`src/rtl/cpu_ctl_pkg.sv`:
```
// cpu_ctl_pkg: shared opcodes, FSM states, instruction classes and the
// datapath strobe bundle for the hardwired control sequencer.
// The WAIT state is only reachable when SINGLE_STEP_EN is defined.
package cpu_ctl_pkg;

   localparam int OPW = 5;
   localparam logic [OPW-1:0] ADD_OP = 5'b00011;

   localparam logic [OPW-1:0] OP_LD   = 5'b00000;
   localparam logic [OPW-1:0] OP_LDI  = 5'b00001;
   localparam logic [OPW-1:0] OP_ST   = 5'b00010;
   localparam logic [OPW-1:0] OP_ADD  = 5'b00011;
   localparam logic [OPW-1:0] OP_OR   = 5'b01011;
   localparam logic [OPW-1:0] OP_ADDI = 5'b01100;
   localparam logic [OPW-1:0] OP_ORI  = 5'b01110;
   localparam logic [OPW-1:0] OP_MUL  = 5'b01111;
   localparam logic [OPW-1:0] OP_DIV  = 5'b10000;
   localparam logic [OPW-1:0] OP_NEG  = 5'b10001;
   localparam logic [OPW-1:0] OP_NOT  = 5'b10010;
   localparam logic [OPW-1:0] OP_BR   = 5'b10011;
   localparam logic [OPW-1:0] OP_JR   = 5'b10100;
   localparam logic [OPW-1:0] OP_JAL  = 5'b10101;
   localparam logic [OPW-1:0] OP_IN   = 5'b10110;
   localparam logic [OPW-1:0] OP_OUT  = 5'b10111;
   localparam logic [OPW-1:0] OP_MFHI = 5'b11000;
   localparam logic [OPW-1:0] OP_MFLO = 5'b11001;
   localparam logic [OPW-1:0] OP_NOP  = 5'b11010;
   localparam logic [OPW-1:0] OP_HALT = 5'b11011;

   typedef enum logic [3:0] {
      RESET, T0, T1, T2, T3, T4, T5, T6, T7, HALT, WAIT
   } state_t;

   typedef enum logic [3:0] {
      CLS_ALU, CLS_IMM, CLS_UNARY, CLS_MULDIV, CLS_LD, CLS_LDI, CLS_ST,
      CLS_BR, CLS_JR, CLS_JAL, CLS_IO, CLS_MF, CLS_NOP
   } cls_t;

   // One bit per datapath control line; all-zero means the datapath idles.
   typedef struct packed {
      logic read, write, inc_pc, gra, grb, grc, rin, rout, ba_out, rlink_in;
      logic hi_in, lo_in, y_in, z_in, pc_in, ir_in, mar_in, mdr_in, outport_in, con_in;
      logic hi_out, lo_out, zhigh_out, zlow_out, pc_out, mdr_out, inport_out, c_out;
   } strobe_t;

   // halt and the unused opcodes fall into CLS_NOP; the FSM catches halt itself.
   function automatic cls_t opcode_class(input logic [OPW-1:0] op);
      cls_t c;
      c = CLS_NOP;
      case (op) inside
         [OP_ADD:OP_OR]:    c = CLS_ALU;
         [OP_ADDI:OP_ORI]:  c = CLS_IMM;
         OP_MUL, OP_DIV:    c = CLS_MULDIV;
         OP_NEG, OP_NOT:    c = CLS_UNARY;
         OP_LD:             c = CLS_LD;
         OP_LDI:            c = CLS_LDI;
         OP_ST:             c = CLS_ST;
         OP_BR:             c = CLS_BR;
         OP_JR:             c = CLS_JR;
         OP_JAL:            c = CLS_JAL;
         OP_IN, OP_OUT:     c = CLS_IO;
         OP_MFHI, OP_MFLO:  c = CLS_MF;
         default:           c = CLS_NOP;
      endcase
      return c;
   endfunction

endpackage

```
`src/rtl/control_sequencer_ctl_decode.sv`:
```
// ctl_decode: purely combinational map from (state, instruction class) to
// the datapath strobe vector, ALU select and an end-of-instruction flag.
module ctl_decode
   import cpu_ctl_pkg::*;
(
   input  state_t         state,
   input  logic [OPW-1:0] ir_opcode,
   input  logic           con_ff,
   output strobe_t        strobes,
   output logic [OPW-1:0] alu_op,
   output logic           last_step
);

   cls_t cls;
   assign cls = opcode_class(ir_opcode);

   // Moore decode: fetch steps are class independent, execute steps per class.
   always_comb begin
      strobes   = '0;
      alu_op    = ADD_OP;
      last_step = 1'b0;
      case (state)
         T0: begin strobes.pc_out = 1'b1; strobes.mar_in = 1'b1; strobes.inc_pc = 1'b1; strobes.z_in = 1'b1; end
         T1: begin strobes.zlow_out = 1'b1; strobes.pc_in = 1'b1; strobes.read = 1'b1; strobes.mdr_in = 1'b1; end
         T2: begin strobes.mdr_out = 1'b1; strobes.ir_in = 1'b1; end
         T3, T4, T5, T6, T7: begin
            case (cls)
               CLS_ALU, CLS_IMM: begin
                  case (state)
                     T3: begin strobes.grb = 1'b1; strobes.rout = 1'b1; strobes.y_in = 1'b1; alu_op = ir_opcode; end
                     T4: begin
                        if (cls == CLS_IMM) strobes.c_out = 1'b1;
                        else begin strobes.grc = 1'b1; strobes.rout = 1'b1; end
                        strobes.z_in = 1'b1; alu_op = ir_opcode;
                     end
                     T5: begin strobes.zlow_out = 1'b1; strobes.gra = 1'b1; strobes.rin = 1'b1; last_step = 1'b1; end
                     default: ;
                  endcase
               end
               CLS_UNARY: begin
                  alu_op = ir_opcode;
                  if (state == T3) begin strobes.grb = 1'b1; strobes.rout = 1'b1; strobes.z_in = 1'b1; end
                  else begin strobes.zlow_out = 1'b1; strobes.gra = 1'b1; strobes.rin = 1'b1; last_step = 1'b1; end
               end
               CLS_MULDIV: begin
                  case (state)
                     T3: begin strobes.gra = 1'b1; strobes.rout = 1'b1; strobes.y_in = 1'b1; alu_op = ir_opcode; end
                     T4: begin strobes.grb = 1'b1; strobes.rout = 1'b1; strobes.z_in = 1'b1; alu_op = ir_opcode; end
                     T5: begin strobes.zlow_out = 1'b1; strobes.lo_in = 1'b1; end
                     T6: begin strobes.zhigh_out = 1'b1; strobes.hi_in = 1'b1; last_step = 1'b1; end
                     default: ;
                  endcase
               end
               CLS_LD, CLS_LDI, CLS_ST: begin
                  // Shared effective-address calculation, then load, immediate or store tail.
                  case (state)
                     T3: begin strobes.grb = 1'b1; strobes.ba_out = 1'b1; strobes.y_in = 1'b1; end
                     T4: begin strobes.c_out = 1'b1; strobes.z_in = 1'b1; end
                     T5: begin
                        strobes.zlow_out = 1'b1;
                        if (cls == CLS_LDI) begin strobes.gra = 1'b1; strobes.rin = 1'b1; last_step = 1'b1; end
                        else strobes.mar_in = 1'b1;
                     end
                     T6: begin
                        strobes.mdr_in = 1'b1;
                        if (cls == CLS_ST) begin strobes.gra = 1'b1; strobes.rout = 1'b1; end
                        else strobes.read = 1'b1;
                     end
                     T7: begin
                        if (cls == CLS_ST) strobes.write = 1'b1;
                        else begin strobes.mdr_out = 1'b1; strobes.gra = 1'b1; strobes.rin = 1'b1; end
                        last_step = 1'b1;
                     end
                     default: ;
                  endcase
               end
               CLS_BR: begin
                  case (state)
                     T3: begin strobes.gra = 1'b1; strobes.rout = 1'b1; strobes.con_in = 1'b1; end
                     T4: begin strobes.pc_out = 1'b1; strobes.y_in = 1'b1; end
                     T5: begin strobes.c_out = 1'b1; strobes.z_in = 1'b1; end
                     T6: begin strobes.zlow_out = 1'b1; strobes.pc_in = con_ff; last_step = 1'b1; end
                     default: ;
                  endcase
               end
               CLS_JR: begin strobes.gra = 1'b1; strobes.rout = 1'b1; strobes.pc_in = 1'b1; last_step = 1'b1; end
               CLS_JAL: begin
                  if (state == T3) begin strobes.pc_out = 1'b1; strobes.rlink_in = 1'b1; end
                  else begin strobes.gra = 1'b1; strobes.rout = 1'b1; strobes.pc_in = 1'b1; last_step = 1'b1; end
               end
               CLS_IO: begin
                  strobes.gra = 1'b1; last_step = 1'b1;
                  if (ir_opcode == OP_IN) begin strobes.inport_out = 1'b1; strobes.rin = 1'b1; end
                  else begin strobes.rout = 1'b1; strobes.outport_in = 1'b1; end
               end
               CLS_MF: begin
                  strobes.gra = 1'b1; strobes.rin = 1'b1; last_step = 1'b1;
                  if (ir_opcode == OP_MFHI) strobes.hi_out = 1'b1;
                  else strobes.lo_out = 1'b1;
               end
               default: last_step = 1'b1;
            endcase
         end
         default: ;
      endcase
   end

endmodule

```
`src/rtl/control_sequencer.sv`:
```
// control_sequencer: hardwired Moore control unit driving the CPU datapath
// through fetch (T0-T2) and per-class execute steps (T3-T7).
// Optional macro SINGLE_STEP_EN adds a step input and a WAIT state entered
// after every instruction.
module control_sequencer
   import cpu_ctl_pkg::*;
(
   input  logic           Clock,
   input  logic           clear,
   input  logic [OPW-1:0] ir_opcode,
   input  logic           CON_FF,
   input  logic           Stop,
`ifdef SINGLE_STEP_EN
   input  logic           step,
`endif
   output logic           Run,
   output logic [OPW-1:0] alu_op,
   output logic           Read, Write, IncPC, Gra, Grb, Grc, Rin, Rout, BAout, Rlink_in,
   output logic           HIin, LOin, Yin, Zin, PCin, IRin, MARin, MDRin, Outportin, CONin,
   output logic           HIout, LOout, Zhighout, Zlowout, PCout, MDRout, Inportout, Cout,
   output state_t         cur_state
);

   state_t  state, next_state, end_state;
   strobe_t strobes;
   logic    last_step;

   ctl_decode u_decode (
      .state     (state),
      .ir_opcode (ir_opcode),
      .con_ff    (CON_FF),
      .strobes   (strobes),
      .alu_op    (alu_op),
      .last_step (last_step)
   );

   // State register; clear abandons any in-flight instruction.
   always_ff @(posedge Clock) begin
      if (!clear) state <= RESET;
      else        state <= next_state;
   end

   // Next state: fixed fetch walk, class-dependent execute length, Stop checked on the way to T0.
   always_comb begin
      next_state = state;
`ifdef SINGLE_STEP_EN
      end_state = Stop ? HALT : WAIT;
`else
      end_state = Stop ? HALT : T0;
`endif
      case (state)
         RESET: next_state = Stop ? HALT : T0;
         T0:    next_state = T1;
         T1:    next_state = T2;
         T2:    next_state = T3;
         T3: begin
            if (ir_opcode == OP_HALT) next_state = HALT;
            else                      next_state = last_step ? end_state : T4;
         end
         T4:    next_state = last_step ? end_state : T5;
         T5:    next_state = last_step ? end_state : T6;
         T6:    next_state = last_step ? end_state : T7;
         T7:    next_state = end_state;
         HALT:  next_state = HALT;
`ifdef SINGLE_STEP_EN
         WAIT: begin
            if (Stop)      next_state = HALT;
            else if (step) next_state = T0;
            else           next_state = WAIT;
         end
`endif
         default: next_state = RESET;
      endcase
   end

   assign Run       = (state != HALT) && (state != WAIT);
   assign cur_state = state;

   assign Read      = strobes.read;
   assign Write     = strobes.write;
   assign IncPC     = strobes.inc_pc;
   assign Gra       = strobes.gra;
   assign Grb       = strobes.grb;
   assign Grc       = strobes.grc;
   assign Rin       = strobes.rin;
   assign Rout      = strobes.rout;
   assign BAout     = strobes.ba_out;
   assign Rlink_in  = strobes.rlink_in;
   assign HIin      = strobes.hi_in;
   assign LOin      = strobes.lo_in;
   assign Yin       = strobes.y_in;
   assign Zin       = strobes.z_in;
   assign PCin      = strobes.pc_in;
   assign IRin      = strobes.ir_in;
   assign MARin     = strobes.mar_in;
   assign MDRin     = strobes.mdr_in;
   assign Outportin = strobes.outport_in;
   assign CONin     = strobes.con_in;
   assign HIout     = strobes.hi_out;
   assign LOout     = strobes.lo_out;
   assign Zhighout  = strobes.zhigh_out;
   assign Zlowout   = strobes.zlow_out;
   assign PCout     = strobes.pc_out;
   assign MDRout    = strobes.mdr_out;
   assign Inportout = strobes.inport_out;
   assign Cout      = strobes.c_out;

endmodule

```
`config.mk`:
```
export PLATFORM = sky130hd
export DESIGN_NAME = control_sequencer
export DESIGN_NICKNAME = d
export VERILOG_FILES = /design/src/rtl/cpu_ctl_pkg.sv /design/src/rtl/control_sequencer_ctl_decode.sv /design/src/rtl/control_sequencer.sv
export SDC_FILE = /design/constraint.sdc
export NUM_CORES = 1
export LEC_CHECK = 0
export ABC_AREA = 0
export BUFFER_PORTS_ARGS = -buffer_cell sky130_fd_sc_hd__clkbuf_2
export CORE_ASPECT_RATIO = 1.1
export CORE_UTILIZATION = 54
export CTS_CLUSTER_SIZE = 28
export DETAILED_ROUTE_END_ITERATION = 7
export GPL_ROUTABILITY_DRIVEN = 0
export PLACE_DENSITY = 0.9
export RECOVER_POWER = 25
export SLEW_MARGIN = 30
export SYNTH_ARGS = -nofsm -noshare
export SYNTH_HDL_FRONTEND = slang
export SYNTH_SLANG_ARGS = --single-unit
```
`constraint.sdc`:
```
create_clock -name Clock -period 3.3 [get_ports Clock]
set_input_delay 0.165 -clock Clock [delete_from_list [all_inputs] [get_ports Clock]]
set_output_delay 0.165 -clock Clock [all_outputs]
set_load 0.05 [all_outputs]
```
==> impl_metrics.ini <==
[power_and_ir_drop]
p_total_mw = 0.3763
worst_ir_drop_vdd_mv = 0.3511
powerDensity_nw_per_um2 = 261.9
power_leakage_nw = 0.5855

[sta]
slew_headroom_pct = 51.74
drv_slew = 0
tns_ns = 0
hold_viol_final = 0
period_share_pct = 81.45
period_needed_ns = 2.688
setup_slack_ns = 0.6123
worst_pin_slew_ns = 0.7138
rsz0062_at_grt = false
skew_ns = 0.0008067
clock.fmax_mhz = 372.1
setup_viol = 0

[logic_synthesis]
yosysUniqueCellTypes = 51
syn_nets = 215
ys.warnings.count = 0
yosys_register_bits = 4
netlist_area_um2 = 1242
syn_inst = 206
synth_top_cell_area_share_pct = 6.848
ys.flop_type = dfxtp_1
syn_avg_cell_area_um2 = 6.031
yosysSeqAreaShare_pct = 6.445
ys_top_cells_by_count = nand2_1, clkbuf_1, nor2_1
synthArstFlopShare_pct = 0
yosys.area.top_type = a21oi_1
synth.most_common_cell = nand2_1
synth_edf_count = 0
synth_area_leaders = a21oi_1, dfxtp_1, nand2_1

[cells_and_area]
drive_gt1_share_pct = 21.46
nFillCells = 195
syn_to_final_growth_pct = 15.61
antenna_cells = 0
largest_register_ffs = 4
nets = 244
utilization_pct = 68.91

[global_route]
grt.total_usage_pct = 31.31
grt_remaining_overflow = 0
antenna_found_initial = 0
grt_pass1_wl_mm = 5.858
grt_max_degree = 33
grt_pass1_vias = 1332

[place]
place_hpwl_mm = 2.713
portBuffers = 46
dp_slack_ns = 0.8681

[cts]
cts_tree = done
clock-sinks = 4
clock_latency_ns = 0.23
clkSlewWorstSetupHoldPaths_ns = 0.04
cts_setup_buffers = 0
cts_buffers = 3
cts_resized = 0
cts_buffer_depth = 2
clockRootBuffer = clkbuf_4
htreeDepth = 1
cts_hold_buf = 0

[routing]
first_pass_iters = 6
dr_total_vias = 1662
wirelength_mm = 3.733
drc = 0
ant_nets = 0
via_per_inst = 6.368
wire_per_inst_um = 14.30
drt_iter0_markers = 90

[job]
drv_cap = 0

[floorplan]
die_y_um = 52.31
rows = 17
dieArea_um2 = 2497
ios = 47
initial_core_util_pct = 59.60
die_x_um = 47.74
core-area_um2 = 2085

[status]
status = complete, no violations

[worst_setup_path]
cpPeakStageDelay_ns = 0.63
cp.arrival_ns = 2.52
endpoint_kind = output port
critical_path.max_fanout = 16
cp_cell_sequence = or4bb_1 > nor4_1 > o21ai_0 > a41oi_1 > clkbuf_2
critical-path-slowest-cell = dfxtp_1
cp-start-kind = flip-flop
crit_required_ns = 3.13
worstSetupPathType = flip-flop to output port

[worst_hold_path]
hp-class = input pin to flip-flop
[layout by cell type (no fill, tap or decap), drive strengths merged, types with 2 or more instances in the layout]
master and n:
a211o 2, a211oi 2, a21o 3, a21oi 17, a221oi 4, a31oi 6
and2 3, and4 2, buf 2, clkbuf 49, dfxtp 4, inv 7
mux2i 2, nand2 20, nand2b 10, nand3 8, nor2 18, nor2b 8
nor3 10, nor3b 2, nor4 3, nor4b 5, o21ai 15, o221ai 2
o311ai 2, o31ai 2, or2 4, or3 3
[logic make-up (layout without fill, tap and decap cells)]
logic type             Yosys count  in the layout  share of synthesized area (%)
AND/OR/NAND/NOR                105            105                          46.63
AO/OA/AOI/OAI                   62             62                          33.54
buffers and inverters           31             58                          10.37
XOR/XNOR                         2              2                          1.410
flip-flops                       4              4                          6.445
multiplexers                     2              2                          1.611
[final timing paths]
kind / cells after the start / to / slack, ns / start
setup / recovery: 5 / Gra / 0.61 / cur_state[2]$_SDFF_PN0_
hold / removal: 2 / cur_state[0]$_SDFF_PN0_ / 0.23 / clear
setup reg to reg: 5 / cur_state[1]$_SDFF_PN0_ / 0.86 / cur_state[2]$_SDFF_PN0_
hold reg to reg: 1 / cur_state[1]$_SDFF_PN0_ / 0.69 / cur_state[3]$_SDFF_PN0_
[worst max-delay path: cells and delay by family, from the launching register on]
family | cells | cell delay, ns
and+or+nand+nor | 2 | 0.96
buffers and inverters | 1 | 0.31
AOI/OAI and AO/OA | 2 | 0.39
DFF | 1 | 0.63
[stage by stage]
stage	area, um^2	std cells	hold slack [ns]
floorplan	1249	206	0.2819
global placement	1426	258	0.4583
detailed placement	1426	258	0.4600
CTS	1449	261	0.2246
global route	1436	261	0.2517
finish	1436	261	0.2325
[routing by layer]
| metal | track usage, % | wire (um) | part of all wire (%) |
|---|---|---|---|
| met5 | 0 | 0 | 0 |
| met4 | 8.333 | 74 | 2.0 |
| met3 | 3.793 | 355 | 9.5 |
| met2 | 48.20 | 1687 | 45 |
| met1 | 44.83 | 1615 | 43 |
[cell type report]
cell class	count	area (um^2)	share of cell area [%]
multi-input cells	171	1040	72.39
repair buffers	48	232.7	16.20
flip-flops and latches	4	80.08	5.575
well taps	28	35.03	2.439
inverters	7	26.28	1.829
clock buffers	3	22.52	1.568
[power by group]
part / switching, mW / total, mW / internal, mW
combinational: 0.178 / 0.241 / 0.0633
sequential: 0.0205 / 0.0744 / 0.0539
clock: 0.0202 / 0.0609 / 0.0407
total: 0.218 / 0.376 / 0.158
(Power assumes the default switching activity.)
